===== config.mk =====
export PLATFORM = sky130hd
export DESIGN_NAME = aurora_stream_bridge
export DESIGN_NICKNAME = d
export VERILOG_FILES = /design/src/rtl/aurora_stream_bridge.sv
export SDC_FILE = /design/constraint.sdc
export NUM_CORES = 1
export LEC_CHECK = 0
export CAP_MARGIN = 20
export CORE_MARGIN = 5
export CORE_UTILIZATION = 34
export DETAILED_ROUTE_END_ITERATION = 10
export PLACE_DENSITY = 0.6
export SLEW_MARGIN = 30
export SYNTH_ARGS = -nofsm -noshare
export SYNTH_HDL_FRONTEND = slang
export SYNTH_SLANG_ARGS = --single-unit

===== constraint.sdc =====
create_clock -name USER_CLK -period 8.31 [get_ports USER_CLK]
set_input_delay 0.831 -clock USER_CLK [delete_from_list [all_inputs] [get_ports USER_CLK]]
set_output_delay 0.831 -clock USER_CLK [all_outputs]
set_load 0.005 [all_outputs]

===== src/rtl/aurora_stream_bridge.sv =====
// User <-> Aurora lane bridge: FWFT TX/RX FIFOs (1-cycle push-to-head), traffic gated to link UP; TX backpressured, RX drops on full.
// Optional error counters when AURORA_ERR_CNT_EN is defined; otherwise the counter ports are tied to zero.
module aurora_stream_bridge #(
    parameter int DATA_W       = 16,
    parameter int FIFO_DEPTH   = 16,
    parameter int DEBOUNCE_LEN = 4
) (
    input  logic              USER_CLK,
    input  logic              RESET_N,
    input  logic              RESET_BTN,
    input  logic [DATA_W-1:0] TX_D,
    input  logic              TX_SRC_RDY,
    output logic              TX_DST_RDY,
    output logic [DATA_W-1:0] RX_D,
    output logic              RX_SRC_RDY,
    input  logic              RX_DST_RDY,
    output logic [DATA_W-1:0] CORE_TX_D,
    output logic              CORE_TX_SRC_RDY_N,
    input  logic              CORE_TX_DST_RDY_N,
    input  logic [DATA_W-1:0] CORE_RX_D,
    input  logic              CORE_RX_SRC_RDY_N,
    input  logic              CORE_HARD_ERROR,
    input  logic              CORE_SOFT_ERROR,
    input  logic              CORE_LANE_UP,
    input  logic              CORE_CHANNEL_UP,
    output logic              CORE_RESET,
    output logic              HARD_ERROR,
    output logic              SOFT_ERROR,
    output logic              LANE_UP,
    output logic              CHANNEL_UP,
    output logic [1:0]        LINK_STATE,
    output logic              RX_OVERFLOW,
    output logic [15:0]       SOFT_ERR_CNT,
    output logic [15:0]       HARD_ERR_CNT
);
    localparam int AW = $clog2(FIFO_DEPTH);

    localparam logic [1:0] ST_RESET   = 2'b00;
    localparam logic [1:0] ST_WAIT_UP = 2'b01;
    localparam logic [1:0] ST_UP      = 2'b10;
    localparam logic [1:0] ST_FLUSH   = 2'b11;

    logic [DEBOUNCE_LEN-1:0] db_q, db_d;
    logic                    rst_db;
    logic                    hard_q, soft_q, lane_q, chan_q;
    logic [1:0]              state_q, state_d;
    logic                    link_up, flush;
    logic                    rx_ovf_q, rx_ovf_d;

    logic [DATA_W-1:0] tx_mem_q [FIFO_DEPTH];
    logic [DATA_W-1:0] rx_mem_q [FIFO_DEPTH];
    logic [AW:0]       tx_wr_q, tx_wr_d, tx_rd_q, tx_rd_d;
    logic [AW:0]       rx_wr_q, rx_wr_d, rx_rd_q, rx_rd_d;
    logic              tx_empty, tx_full, tx_push, tx_pop;
    logic              rx_empty, rx_full, rx_req, rx_push, rx_pop, rx_drop;

    assign db_d    = {db_q[DEBOUNCE_LEN-2:0], RESET_BTN};
    assign rst_db  = &db_q;
    assign link_up = (state_q == ST_UP);
    assign flush   = (state_q == ST_FLUSH);

    always_comb begin
        state_d = state_q;
        if (rst_db) begin
            state_d = ST_RESET;
        end else begin
            case (state_q)
                ST_RESET:   state_d = ST_WAIT_UP;
                ST_WAIT_UP: if (chan_q) state_d = ST_UP;
                ST_UP:      if (!chan_q || hard_q) state_d = ST_FLUSH;
                default:    state_d = ST_WAIT_UP;
            endcase
        end
    end

    always_ff @(posedge USER_CLK or negedge RESET_N) begin
        if (!RESET_N) begin
            db_q    <= '1;
            hard_q  <= 1'b0;
            soft_q  <= 1'b0;
            lane_q  <= 1'b0;
            chan_q  <= 1'b0;
            state_q <= ST_RESET;
        end else begin
            db_q    <= db_d;
            hard_q  <= CORE_HARD_ERROR;
            soft_q  <= CORE_SOFT_ERROR;
            lane_q  <= CORE_LANE_UP;
            chan_q  <= CORE_CHANNEL_UP;
            state_q <= state_d;
        end
    end

    // Full: pointers share the index bits but differ in the wrap bit.
    assign tx_empty = (tx_wr_q == tx_rd_q);
    assign tx_full  = (tx_wr_q[AW] != tx_rd_q[AW]) && (tx_wr_q[AW-1:0] == tx_rd_q[AW-1:0]);
    assign rx_empty = (rx_wr_q == rx_rd_q);
    assign rx_full  = (rx_wr_q[AW] != rx_rd_q[AW]) && (rx_wr_q[AW-1:0] == rx_rd_q[AW-1:0]);

    assign TX_DST_RDY        = !tx_full && link_up;
    assign CORE_TX_SRC_RDY_N = !(!tx_empty && link_up);
    assign CORE_TX_D         = tx_mem_q[tx_rd_q[AW-1:0]];
    assign tx_push           = TX_SRC_RDY && TX_DST_RDY;
    assign tx_pop            = !CORE_TX_SRC_RDY_N && !CORE_TX_DST_RDY_N;

    // The core cannot be stalled: a word meeting a full FIFO is only kept if the head leaves this cycle.
    assign RX_SRC_RDY = !rx_empty;
    assign RX_D       = rx_mem_q[rx_rd_q[AW-1:0]];
    assign rx_req     = !CORE_RX_SRC_RDY_N && link_up;
    assign rx_pop     = !rx_empty && RX_DST_RDY;
    assign rx_push    = rx_req && (!rx_full || rx_pop);
    assign rx_drop    = rx_req && rx_full && !rx_pop;

    always_comb begin
        tx_wr_d  = tx_wr_q;
        tx_rd_d  = tx_rd_q;
        rx_wr_d  = rx_wr_q;
        rx_rd_d  = rx_rd_q;
        rx_ovf_d = rx_ovf_q;
        if (flush || state_q == ST_RESET) begin
            rx_ovf_d = 1'b0;
        end else if (rx_drop) begin
            rx_ovf_d = 1'b1;
        end
        if (flush) begin
            tx_wr_d = '0;
            tx_rd_d = '0;
            rx_wr_d = '0;
            rx_rd_d = '0;
        end else begin
            if (tx_push) tx_wr_d = tx_wr_q + 1'b1;
            if (tx_pop)  tx_rd_d = tx_rd_q + 1'b1;
            if (rx_push) rx_wr_d = rx_wr_q + 1'b1;
            if (rx_pop)  rx_rd_d = rx_rd_q + 1'b1;
        end
    end

    always_ff @(posedge USER_CLK or negedge RESET_N) begin
        if (!RESET_N) begin
            tx_wr_q  <= '0;
            tx_rd_q  <= '0;
            rx_wr_q  <= '0;
            rx_rd_q  <= '0;
            rx_ovf_q <= 1'b0;
        end else begin
            tx_wr_q  <= tx_wr_d;
            tx_rd_q  <= tx_rd_d;
            rx_wr_q  <= rx_wr_d;
            rx_rd_q  <= rx_rd_d;
            rx_ovf_q <= rx_ovf_d;
        end
    end

    always_ff @(posedge USER_CLK) begin
        if (tx_push) tx_mem_q[tx_wr_q[AW-1:0]] <= TX_D;
        if (rx_push) rx_mem_q[rx_wr_q[AW-1:0]] <= CORE_RX_D;
    end

`ifdef AURORA_ERR_CNT_EN
    logic [15:0] soft_cnt_q, soft_cnt_d, hard_cnt_q, hard_cnt_d;

    always_comb begin
        soft_cnt_d = soft_cnt_q;
        hard_cnt_d = hard_cnt_q;
        if (state_q == ST_RESET) begin
            soft_cnt_d = '0;
            hard_cnt_d = '0;
        end else begin
            if (soft_q && soft_cnt_q != 16'hFFFF) soft_cnt_d = soft_cnt_q + 16'd1;
            if (hard_q && hard_cnt_q != 16'hFFFF) hard_cnt_d = hard_cnt_q + 16'd1;
        end
    end

    always_ff @(posedge USER_CLK or negedge RESET_N) begin
        if (!RESET_N) begin
            soft_cnt_q <= '0;
            hard_cnt_q <= '0;
        end else begin
            soft_cnt_q <= soft_cnt_d;
            hard_cnt_q <= hard_cnt_d;
        end
    end

    assign SOFT_ERR_CNT = soft_cnt_q;
    assign HARD_ERR_CNT = hard_cnt_q;
`else
    assign SOFT_ERR_CNT = 16'h0000;
    assign HARD_ERR_CNT = 16'h0000;
`endif

    assign CORE_RESET  = rst_db || (state_q == ST_RESET);
    assign HARD_ERROR  = hard_q;
    assign SOFT_ERROR  = soft_q;
    assign LANE_UP     = lane_q;
    assign CHANNEL_UP  = chan_q;
    assign LINK_STATE  = state_q;
    assign RX_OVERFLOW = rx_ovf_q;

endmodule

# After elaboration in Yosys (flattened, before gate mapping)
# Memory sizes are Yosys's and may differ from the RTL's.
# Index checks and enable logic that the tools add are counted.
# word_totals
reg_bits,31
mem_bits_rw,512
inputBits,43
out_inout_bits,75
wordCells,78
memories,2
# mem_list
memory,depth,width,rd,rd_ports_with_merged_regs,wr,line_no,source
rx_mem_q,16,16,1,0,1,51,logic [DATA_W-1:0] rx_mem_q [FIFO_DEPTH];
tx_mem_q,16,16,1,0,1,50,logic [DATA_W-1:0] tx_mem_q [FIFO_DEPTH];
# op_classes
n_addsub,4
eq_ne,11
muxes,18
n_reduce_logical,32
# op_table
operator,count
$mux W5,8
$add A5 B1 Y5 const B,4
$logic_and A1 B1 Y1,11
$eq A5 B5 Y1,2
$reduce_bool A2 Y1,5
$logic_not A1 Y1,9
$eq A4 B4 Y1,2
$mux W1,6
$mux W2,3
$eq A2 B2 Y1 const B,2
$logic_or A1 B1 Y1,4
$pmux W2 S2,1
$reduce_and A4 Y1,1
$ne A3 B2 Y1 const B,1
$ne A3 B3 Y1 const B,1
$eq A2 B1 Y1 const B,1
$logic_not A2 Y1,1
$ne A1 B1 Y1,2
$reduce_and A2 Y1,1

# Logic depth before layout (Yosys ltp)
# Gate-level depths: netlist of run 1.
# logic_depth
ltp_word,7
depth_mapped,7
ltp_nobuf,6

# Worst setup path after synthesis of run 1
# Ideal clock, no wire load.
# synth_path
path_kind,input port to flip-flop
startpoint,input TX_SRC_RDY
endpoint,"memory tx_mem_q[0][0], enable pin"
setup_ns,0.431
arrival_ns,2.942
required_ns,7.879
slack_ns,4.938
cell_stages,3
n_path_buf,0
path_cell_list,and2_1 -> a21boi_2 -> nor4bb_1
# synth_via
elab_chain_len,3
# synth_rtl
element,line_no,source
"start, declared",12,"input logic TX_SRC_RDY,"
$logic_and A1 B1 Y1,103,assign tx_push = TX_SRC_RDY && TX_DST_RDY;
$mux W1,155,if (tx_push) tx_mem_q[tx_wr_q[AW-1:0]] <= TX_D;
$mux W1 (not written as such),155,
"end, declared",50,
# Every way passes these cells.

# Worst setup path after layout of run 1
# layout_path
startpoint,register rx_rd_q[0]
endpoint,output RX_D[12]
# layout_via
elab_chain_len,1
# layout_rtl
element,line_no,source
"start, declared",53,"logic [AW:0] rx_wr_q, rx_wr_d, rx_rd_q, rx_rd_d;"
"start signal, assigned",149,rx_rd_q <= rx_rd_d;
$mem_v2 Z16 W16,n/a,
"end, declared",14,"output logic [DATA_W-1:0] RX_D,"
# Every way passes these cells.

==> impl_metrics.toml, run 1 <==
[setup_path]
crit_cells = 4
timing.rr.start = "tx_rd_q[0]$_DFFE_PN0P_"
crit_required_ns = 7.48
crit_fanout = 40
slowest_delay_ns = 0.79
crit_chain = "buf_4 > mux4_1 > mux4_2 > clkdlybuf4s50_1"
r2r-end = "tx_mem_q[11][11]$_DFFE_PP_"
cp.arrival_ns = 3.83
crit_path_end_kind = "primary output"
cp_top_family = "buffers and inverters"
cp-endpoint = "RX_D[12]"
crit_buf_inv = 2
slowest_stage = "dfrtp_4"
r2r_cells = 6
critPathLaunch = "rx_rd_q[0]$_DFFE_PN0P_"
path_class = "reg -> out"
start_kind = "flip-flop"
regToRegSetupSlack_ns = 4.89

[cells_and_area]
final_nets = 1158
seq_area_um2 = 16200
drive_above_1_share = 0.265
layout_commonest_cell = "edfxtp_1"
area_growth_pct = 17.0
layout_common_cells = "edfxtp_1, mux4_2, clkdlybuf4s50_1"
num-fill-cells = 5531
multiInputGateArea_um2 = 5060
fin_cells = 1994

[clocking]
insertion_delay_ns = 0.62
cts_buffers = 55
cts_tree = "built"
postCtsSetupBuffers = 0
ctsHtreeMaxLevel = 2
clkTransAtPathRegs_ns = 0.06
cts_root_buf = "clkbuf_16"
clock_sinks = 543
clockBufferDepth = 3
ctsResizeCount = 0
hold_buffers = 0

[logic_synthesis]
async_reset_ff_frac = 0.0571
avgSynthCellArea_um2 = 22.4
synth.distinct_cells = 46
ys.flop_type = "edfxtp_1"
ys_ff_latch = 543
synthCells = 967
synth-seq-area-share = 0.747
synth-edff-count = 512
synth_top_cell_by_area = "edfxtp_1"
yosys_warnings = 0
synth_top_area_frac = 0.711
syn-cell-area_um2 = 21600
synth_area_leaders = "edfxtp_1, mux4_2, dfrtp_1"

[timing]
rsz0062_at_grt = "no"
setup_violations = 0
fmax_mhz = 215
fin_crit_sh = 0.560
fin_crit_ns = 4.66
worst_pin_slew_ns = 0.944
fin_ws_ns = 3.65
slew_viol_final = 0
setup_tns_ns = 0
timing.slew.headroom = 0.369
fin_worst_skew_ns = 0.0401
hold_viol_final = 0

[grt]
antenna_found_initial = 3
use_met2 = 0.220
busiest_layer = "met2"
use_met1 = 0.181
grt_pass1_vias = 10228
grt_usage = 0.133
grt_pass1_wl_um = 67800
overflow = 0
use_met3 = 0.0307
grt_max_degree = 69

[die]
die_w_um = 262
core_um2 = 63000
initial_core_util = 0.343
num_io_pins = 118
die-area_um2 = 68700
die_h_um = 262
rows = 92

[placement]
dp.cells = 1888
pre_cts_ws_ns = 4.20
gp_congestion = 0.729
hpwlAfterDp_um = 25000
io_buffers = 85

[route]
wl_um = 45800
route.detailed.drc = 0
viasPerCell = 4.95
ant_nets = 0
avgRoutedWirePerCell_um = 23.0
first_iter_violations = 821
via_count = 9870
first_pass_iters = 5

[run]
maxCapViolations = 0

[pwr]
power.leakage_uw = 0.00806
power_density_nw_per_um2 = 267
peakVddDrop_mv = 0.219

[outcome]
status = "finished, final reports clean"

[hold_path]
hp-class = "in -> async"
sequential cells by signal, indices dropped and copies added (netlist names):
| name | cells |
|---|---|
| rx_mem_q | 256 |
| rx_wr_q | 5 |
| tx_wr_q | 5 |
| db_q | 4 |
| rx_rd_q | 5 |
| RX_OVERFLOW | 1 |
| LINK_STATE | 2 |
| tx_rd_q | 5 |
| LANE_UP | 1 |
| HARD_ERROR | 1 |
| tx_mem_q | 256 |
| CHANNEL_UP | 1 |
| SOFT_ERROR | 1 |
layout make-up:
cell class                 instances  area share
antenna                            2    0.000198
clock buffer                      69      0.0573
clock inverter                    34      0.0140
inverter                           7     0.00104
multi-input combinational        368       0.200
sequential                       543       0.639
tap                              846      0.0418
timing repair buffer             125      0.0464
metrics by stage:
| step | cell area (um^2) | hold slack [ns] | util | total power [uW] |
|---|---|---|---|---|
| after floorplan | 21700 | 0.351 | - | 4000 |
| after global placement | 23500 | 0.354 | 0.372 | 4380 |
| after detailed placement | 23500 | 0.356 | 0.373 | 4390 |
| after CTS | 25300 | 0.277 | 0.401 | 6830 |
| after global routing | 25300 | 0.330 | 0.402 | 7040 |
| final | 25300 | 0.289 | 0.402 | 6750 |
synthesized netlist by cell type, types with 11 or more instances:
cell,n
a21oi_1,11
dfrtp_1,27
nor2b_1,20
edfxtp_1,512
nand2_1,14
mux4_2,154
nor2_1,21
ha_1,15
and3_1,21
clkbuf_1,18
buf_2,13
buf_4,32
layer usage:
| layer | vias to the layer above | share of wire |
|---|---|---|
| li1 | 4250 | - |
| met1 | 5305 | 0.42 |
| met2 | 258 | 0.50 |
| met3 | 53 | 0.064 |
| met4 | 4 | 0.014 |
| met5 | - | 0.00059 |
kinds of logic (layout without fill, tap and decap cells):
logic type / Yosys count / in the layout / synth area share
simple gates: 108 / 108 / 0.0293
mux: 179 / 179 / 0.177
fa+ha+maj: 15 / 15 / 0.00868
flops: 543 / 543 / 0.747
compound gates: 23 / 23 / 0.00683
other cells: 1 / 34 / 0.000174
xor+xnor: 11 / 11 / 0.00446
buf+inv: 87 / 235 / 0.0257
how the worst min path moves through the flow:
stage	from	end	slack, ns	depth (start not counted)
2_1_floorplan	db_q[2]$_DFF_PN1_	db_q[3]$_DFF_PN1_	0.35	0
3_3_place_gp	db_q[1]$_DFF_PN1_	db_q[2]$_DFF_PN1_	0.35	0
3_5_place_dp	db_q[2]$_DFF_PN1_	db_q[3]$_DFF_PN1_	0.36	0
4_1_cts	RESET_N	rx_rd_q[0]$_DFFE_PN0P_	0.28	1
5_1_grt	RESET_N	rx_rd_q[0]$_DFFE_PN0P_	0.33	1
6_report	RESET_N	rx_rd_q[0]$_DFFE_PN0P_	0.29	1
where the power goes:
part	internal (uW)	total, uW	leakage [uW]	switching, uW
clock network	1400	2440	0.000882	1040
registers	3050	3130	0.00500	80.1
logic	656	1180	0.00218	523
(Power assumes the default switching activity.)
==> run 2, diff against run 1 <==
- clock period: 8.31 -> 4.6 ns (I/O delays scaled with it)
==> run 2 against run 1 <==
Clock power grew 86%. Critical path depth stayed put. Count of clock-buffer cells in the layout down 7. Register-to-register slack got worse by 3.4 ns. Die area is the same. Cell count is 0.30% higher. First-iteration DRC count decreased by 4.5%. Core utilization is 0.27 points higher. Clock skew shrank 0.0085 ns. Sequential cell count unchanged. Sequential share of layout area is 0.43 points lower.
==> impl_metrics.toml, run 2 (synthesis gave the netlist of run 1 again) <==
[setup_path]
start_kind = "flip-flop"
timing.rr.start = "LINK_STATE[0]$_DFFE_PN0P_"
crit_required_ns = 4.14
path_class = "reg -> out"
cp_top_family = "multiplexers"
cp.arrival_ns = 3.31
crit_chain = "buf_4 > mux4_1 > mux4_2 > clkdlybuf4s50_1"
r2r-end = "tx_mem_q[14][0]$_DFFE_PP_"
regToRegSetupSlack_ns = 1.52
r2r_cells = 6
crit_fanout = 25
crit_path_end_kind = "primary output"
slowest_delay_ns = 0.74
crit_buf_inv = 2
slowest_stage = "dfrtp_4"

[die]
num_io_pins = 118
core_um2 = 63000
die_w_um = 262
rows = 92
die-area_um2 = 68700
die_h_um = 262
initial_core_util = 0.343

[hold_path]
whs_path_depth = 1
hold-path-endpoint = "LANE_UP$_DFF_PN0_"
holdCritStartpoint = "CORE_LANE_UP"
hp-class = "in -> reg"

[placement]
dp.cells = 1893
io_buffers = 85
hpwlAfterDp_um = 25600
gp_congestion = 0.711

[route]
viasPerCell = 4.90
route.detailed.drc = 0
ant_nets = 0
first_pass_iters = 4
avgRoutedWirePerCell_um = 23.0
via_count = 9809
wl_um = 46000
first_iter_violations = 784

[clocking]
cts_buffers = 56
ctsHtreeMaxLevel = 2
clock_sinks = 543
clkTransAtPathRegs_ns = 0.06
clockBufferDepth = 3
ctsResizeCount = 0
cts_root_buf = "clkbuf_16"
cts_tree = "built"
insertion_delay_ns = 0.61

[outcome]
status = "finished, final reports clean"

[cells_and_area]
num-fill-cells = 5545
layout_commonest_cell = "edfxtp_1"
layout_common_cells = "edfxtp_1, mux4_2, clkdlybuf4s50_1"
area_growth_pct = 17.8
drive_above_1_share = 0.266
postLayoutCoreUtil = 0.404
fin_cells = 2000
final_nets = 1166

[grt]
grt_usage = 0.133
antenna_found_initial = 2
overflow = 0
grt_max_degree = 60
grt_pass1_vias = 10368
grt_pass1_wl_um = 68000

[timing]
timing.slew.headroom = 0.352
slew_viol_final = 0
setup_violations = 0
fin_crit_sh = 0.819
fin_crit_ns = 3.77
fin_hold_ws_ns = 0.298
fmax_mhz = 266
fin_worst_skew_ns = 0.0316
worst_pin_slew_ns = 0.969
rsz0062_at_grt = "no"
setup_tns_ns = 0
hold_viol_final = 0

[pwr]
power.leakage_uw = 0.00813
finalPower_uw = 12400
peakVddDrop_mv = 0.458
power_density_nw_per_um2 = 487

[run]
maxCapViolations = 0
## run 2: cell count changes in the layout (fill, tap and decap cells not counted), sizes merged
cell	change
dlygate4sd3	+1
inv	+3
clkinvlp	+1
bufinv	+2
clkbuf	-7
buf	+6
## run 2: worst max path at each step
stage	endpoint	cells past startpoint	startpoint
2_1_floorplan	tx_mem_q[0][0]$_DFFE_PP_	5	LINK_STATE[0]$_DFFE_PN0P_
3_3_place_gp	RX_D[2]	4	rx_rd_q[0]$_DFFE_PN0P_
5_1_grt	RX_D[2]	4	rx_rd_q[0]$_DFFE_PN0P_
6_report	RX_D[2]	4	rx_rd_q[0]$_DFFE_PN0P_
3_5_place_dp	RX_D[2]	4	rx_rd_q[0]$_DFFE_PN0P_
4_1_cts	RX_D[2]	4	rx_rd_q[0]$_DFFE_PN0P_
## run 2: worst reg2reg max path, delay by kind of cell (launching register included)
family | cells | cell delay, ns
flops | 1 | 0.44
simple gates | 2 | 0.94
fa+ha+maj | 1 | 0.38
compound gates | 1 | 0.56
buf+inv | 2 | 0.45
## run 2: cell type report
class / instances / area, um^2 / share of cell area
clock buffer: 62 / 1450 / 0.0567
tap: 846 / 1060 / 0.0416
antenna: 2 / 5.00 / 0.000197
inverter: 7 / 26.3 / 0.00103
multi-input combinational: 368 / 5060 / 0.199
clock inverter: 40 / 412 / 0.0162
sequential: 543 / 16200 / 0.635
timing repair buffer: 132 / 1290 / 0.0507
## run 2: where the power goes
part | switching, uW | internal (uW) | total (uW) | leakage, uW
Sequential | 162 | 5510 | 5680 | 0.00500
Clock | 1880 | 2660 | 4550 | 0.000900
Combinational | 958 | 1220 | 2180 | 0.00223
## run 2: layer usage
| layer | vias to the layer above | wire length [um] | track usage |
|---|---|---|---|
| met3 | 52 | 2460 | 0.0264 |
| met4 | 0 | 679 | 0.0301 |
| met5 | - | 0 | 0 |
| met1 | 5249 | 19300 | 0.176 |
| met2 | 238 | 23600 | 0.229 |
| li1 | 4270 | - | - |
## run 2: through the flow
step | setup slack (ns) | area (um^2)
2_1_floorplan | 1.30 | 21700
3_3_place_gp | 1.07 | 23500
3_5_place_dp | 1.04 | 23500
4_1_cts | 0.365 | 25400
5_1_grt | 0.675 | 25500
6_report | 0.834 | 25500
## run 2: repair_timing
item | CTS | global route
hold buffers | 1 | 0
hold endpoints to repair | 27 | 0
buffers inserted | 0 | 0
==> run 3, diff against run 2 <==
- clock period: 4.6 -> 3.9 ns (I/O delays scaled with it)
==> run 3 against run 2 <==
Critical path depth unchanged. Count of clock-buffer cells in the layout is 4 higher. Sequential power up 17%. Register-to-register slack worse by 0.55 ns. Combinational power increased by 19%. Critical endpoint is now CORE_TX_D[11]. Global-route usage shrank 0.067 points. Cell count about the same. Setup slack lost 0.61 ns. Wire length down 0.30%. Non-clock buffer count did not move.
==> impl_metrics.toml, run 3 (synthesis gave the netlist of run 1 again) <==
[cells_and_area]
final_nets = 1166
num-fill-cells = 5551
layout_commonest_cell = "edfxtp_1"
area_growth_pct = 17.7
layout_common_cells = "edfxtp_1, mux4_2, clkdlybuf4s50_1"
postLayoutCoreUtil = 0.404
postLayoutCellArea_um2 = 25400
fin_cells = 2001
drive_above_1_share = 0.263

[clocking]
cts_buffers = 56
clkTransAtPathRegs_ns = 0.06
ctsHtreeMaxLevel = 2
hold_buffers = 1
insertion_delay_ns = 0.61
cts_tree = "built"
cts_root_buf = "clkbuf_16"
postCtsSetupBuffers = 0
clock_sinks = 543
clockBufferDepth = 3
ctsResizeCount = 0

[pwr]
p_clk_frac = 0.364
swShare = 0.241
p_comb_frac = 0.178
seqPwrFrac = 0.459
peakVddDrop_mv = 0.437
power.leakage_uw = 0.00810
p_sw_uw = 3510
power_density_nw_per_um2 = 572
p_int_uw = 11000

[timing]
hold_viol_final = 0
fin_worst_skew_ns = 0.0280
setup_tns_ns = 0
rsz0062_at_grt = "no"
fmax_mhz = 272
fin_crit_ns = 3.67
worst_pin_slew_ns = 0.937
timing.slew.headroom = 0.374
slew_viol_final = 0
fin_hold_ws_ns = 0.242
setup_violations = 0
fin_crit_sh = 0.942

[route]
route.detailed.drc = 0
avgRoutedWirePerCell_um = 22.9
topRoutingLayerUsed = "met4"
wl_met1_um = 19600
via_count = 9916
first_pass_iters = 5
viasPerCell = 4.96
wl_met2_um = 22800
wl_met3_um = 2780
ant_nets = 0
first_iter_violations = 744
wl_um = 45900

[setup_path]
start_kind = "flip-flop"
crit_path_end_kind = "primary output"
crit_chain = "buf_4 > mux4_2 > mux4_2 > clkdlybuf4s50_1"
path_common_cell = "mux4_2"
crit_required_ns = 3.51
slowest_delay_ns = 0.76
crit_buf_inv = 2
cp.arrival_ns = 3.28
slowest_stage = "dfrtp_4"
crit_fanout = 26
cp_top_family = "multiplexers"
path_class = "reg -> out"

[grt]
overflow = 0
antenna_found_initial = 3
grt_max_degree = 49
grt_usage = 0.132
grt_pass1_wl_um = 67500
grt_pass1_vias = 10189

[die]
die_w_um = 262
initial_core_util = 0.343
num_io_pins = 118
core_um2 = 63000
die-area_um2 = 68700
die_h_um = 262
rows = 92

[run]
maxCapViolations = 0

[placement]
dp.cells = 1894
gp_congestion = 0.730
place_area_um2 = 23600
hpwlAfterDp_um = 25400
io_buffers = 85

[hold_path]
hp-class = "in -> reg"

[outcome]
status = "finished, final reports clean"
-- run 3: cell count changes in the layout (fill, tap and decap cells not counted), sizes merged --
cell      before  now
clkbuf        62   66
clkinv        25   22
inv           11    8
clkinvlp       4    6
diode          2    3
-- run 3: power by group through the flow --
stage / clock [uW] / combinational (uW) / sequential (uW)
after floorplan: 0 / 1860 / 6670
after global placement: 0 / 2600 / 6800
after detailed placement: 0 / 2630 / 6800
after CTS: 5410 / 2640 / 6680
after global routing: 5660 / 2800 / 6700
final: 5290 / 2590 / 6670
-- run 3: worst paths after layout --
kind | end | startpoint | cells after the start | slack (ns)
worst min register to register | db_q[2]$_DFF_PN1_ | db_q[1]$_DFF_PN1_ | 0 | 0.36
worst max register to register | rx_mem_q[2][13]$_DFFE_PP_ | rx_rd_q[0]$_DFFE_PN0P_ | 5 | 0.97
max in group asynchronous | tx_rd_q[0]$_DFFE_PN0P_ | RESET_N | 2 | 2.88
worst max-delay path | CORE_TX_D[11] | tx_rd_q[0]$_DFFE_PN0P_ | 4 | 0.23
min in group asynchronous | rx_wr_q[4]$_DFFE_PN0P_ | RESET_N | 2 | 0.43
worst min-delay path | SOFT_ERROR$_DFF_PN0_ | CORE_SOFT_ERROR | 1 | 0.24
-- run 3: layout make-up --
cell class / count / area [um^2] / share of cell area
clock buffers: 66 / 1440 / 0.0565
inverters: 7 / 26.3 / 0.00103
multi-input cells: 368 / 5060 / 0.199
flip-flops and latches: 543 / 16200 / 0.635
well taps: 846 / 1060 / 0.0416
diodes: 3 / 7.51 / 0.000295
clock inverters: 36 / 397 / 0.0156
repair buffers: 132 / 1290 / 0.0507
-- run 3: metal layers --
metal  vias up  global-route usage
li1       4281                   -
met1      5324               0.179
met2       264               0.220
met3        47              0.0291
met4         0              0.0319
met5         -                   0
-- run 3: per-stage QoR --
stage               setup slack [ns]  total power, uW
finish                         0.228            14600
global route                  0.0426            15200
CTS                            0.126            14700
detailed placement             0.786             9430
global placement               0.779             9400
floorplan                      0.604             8530
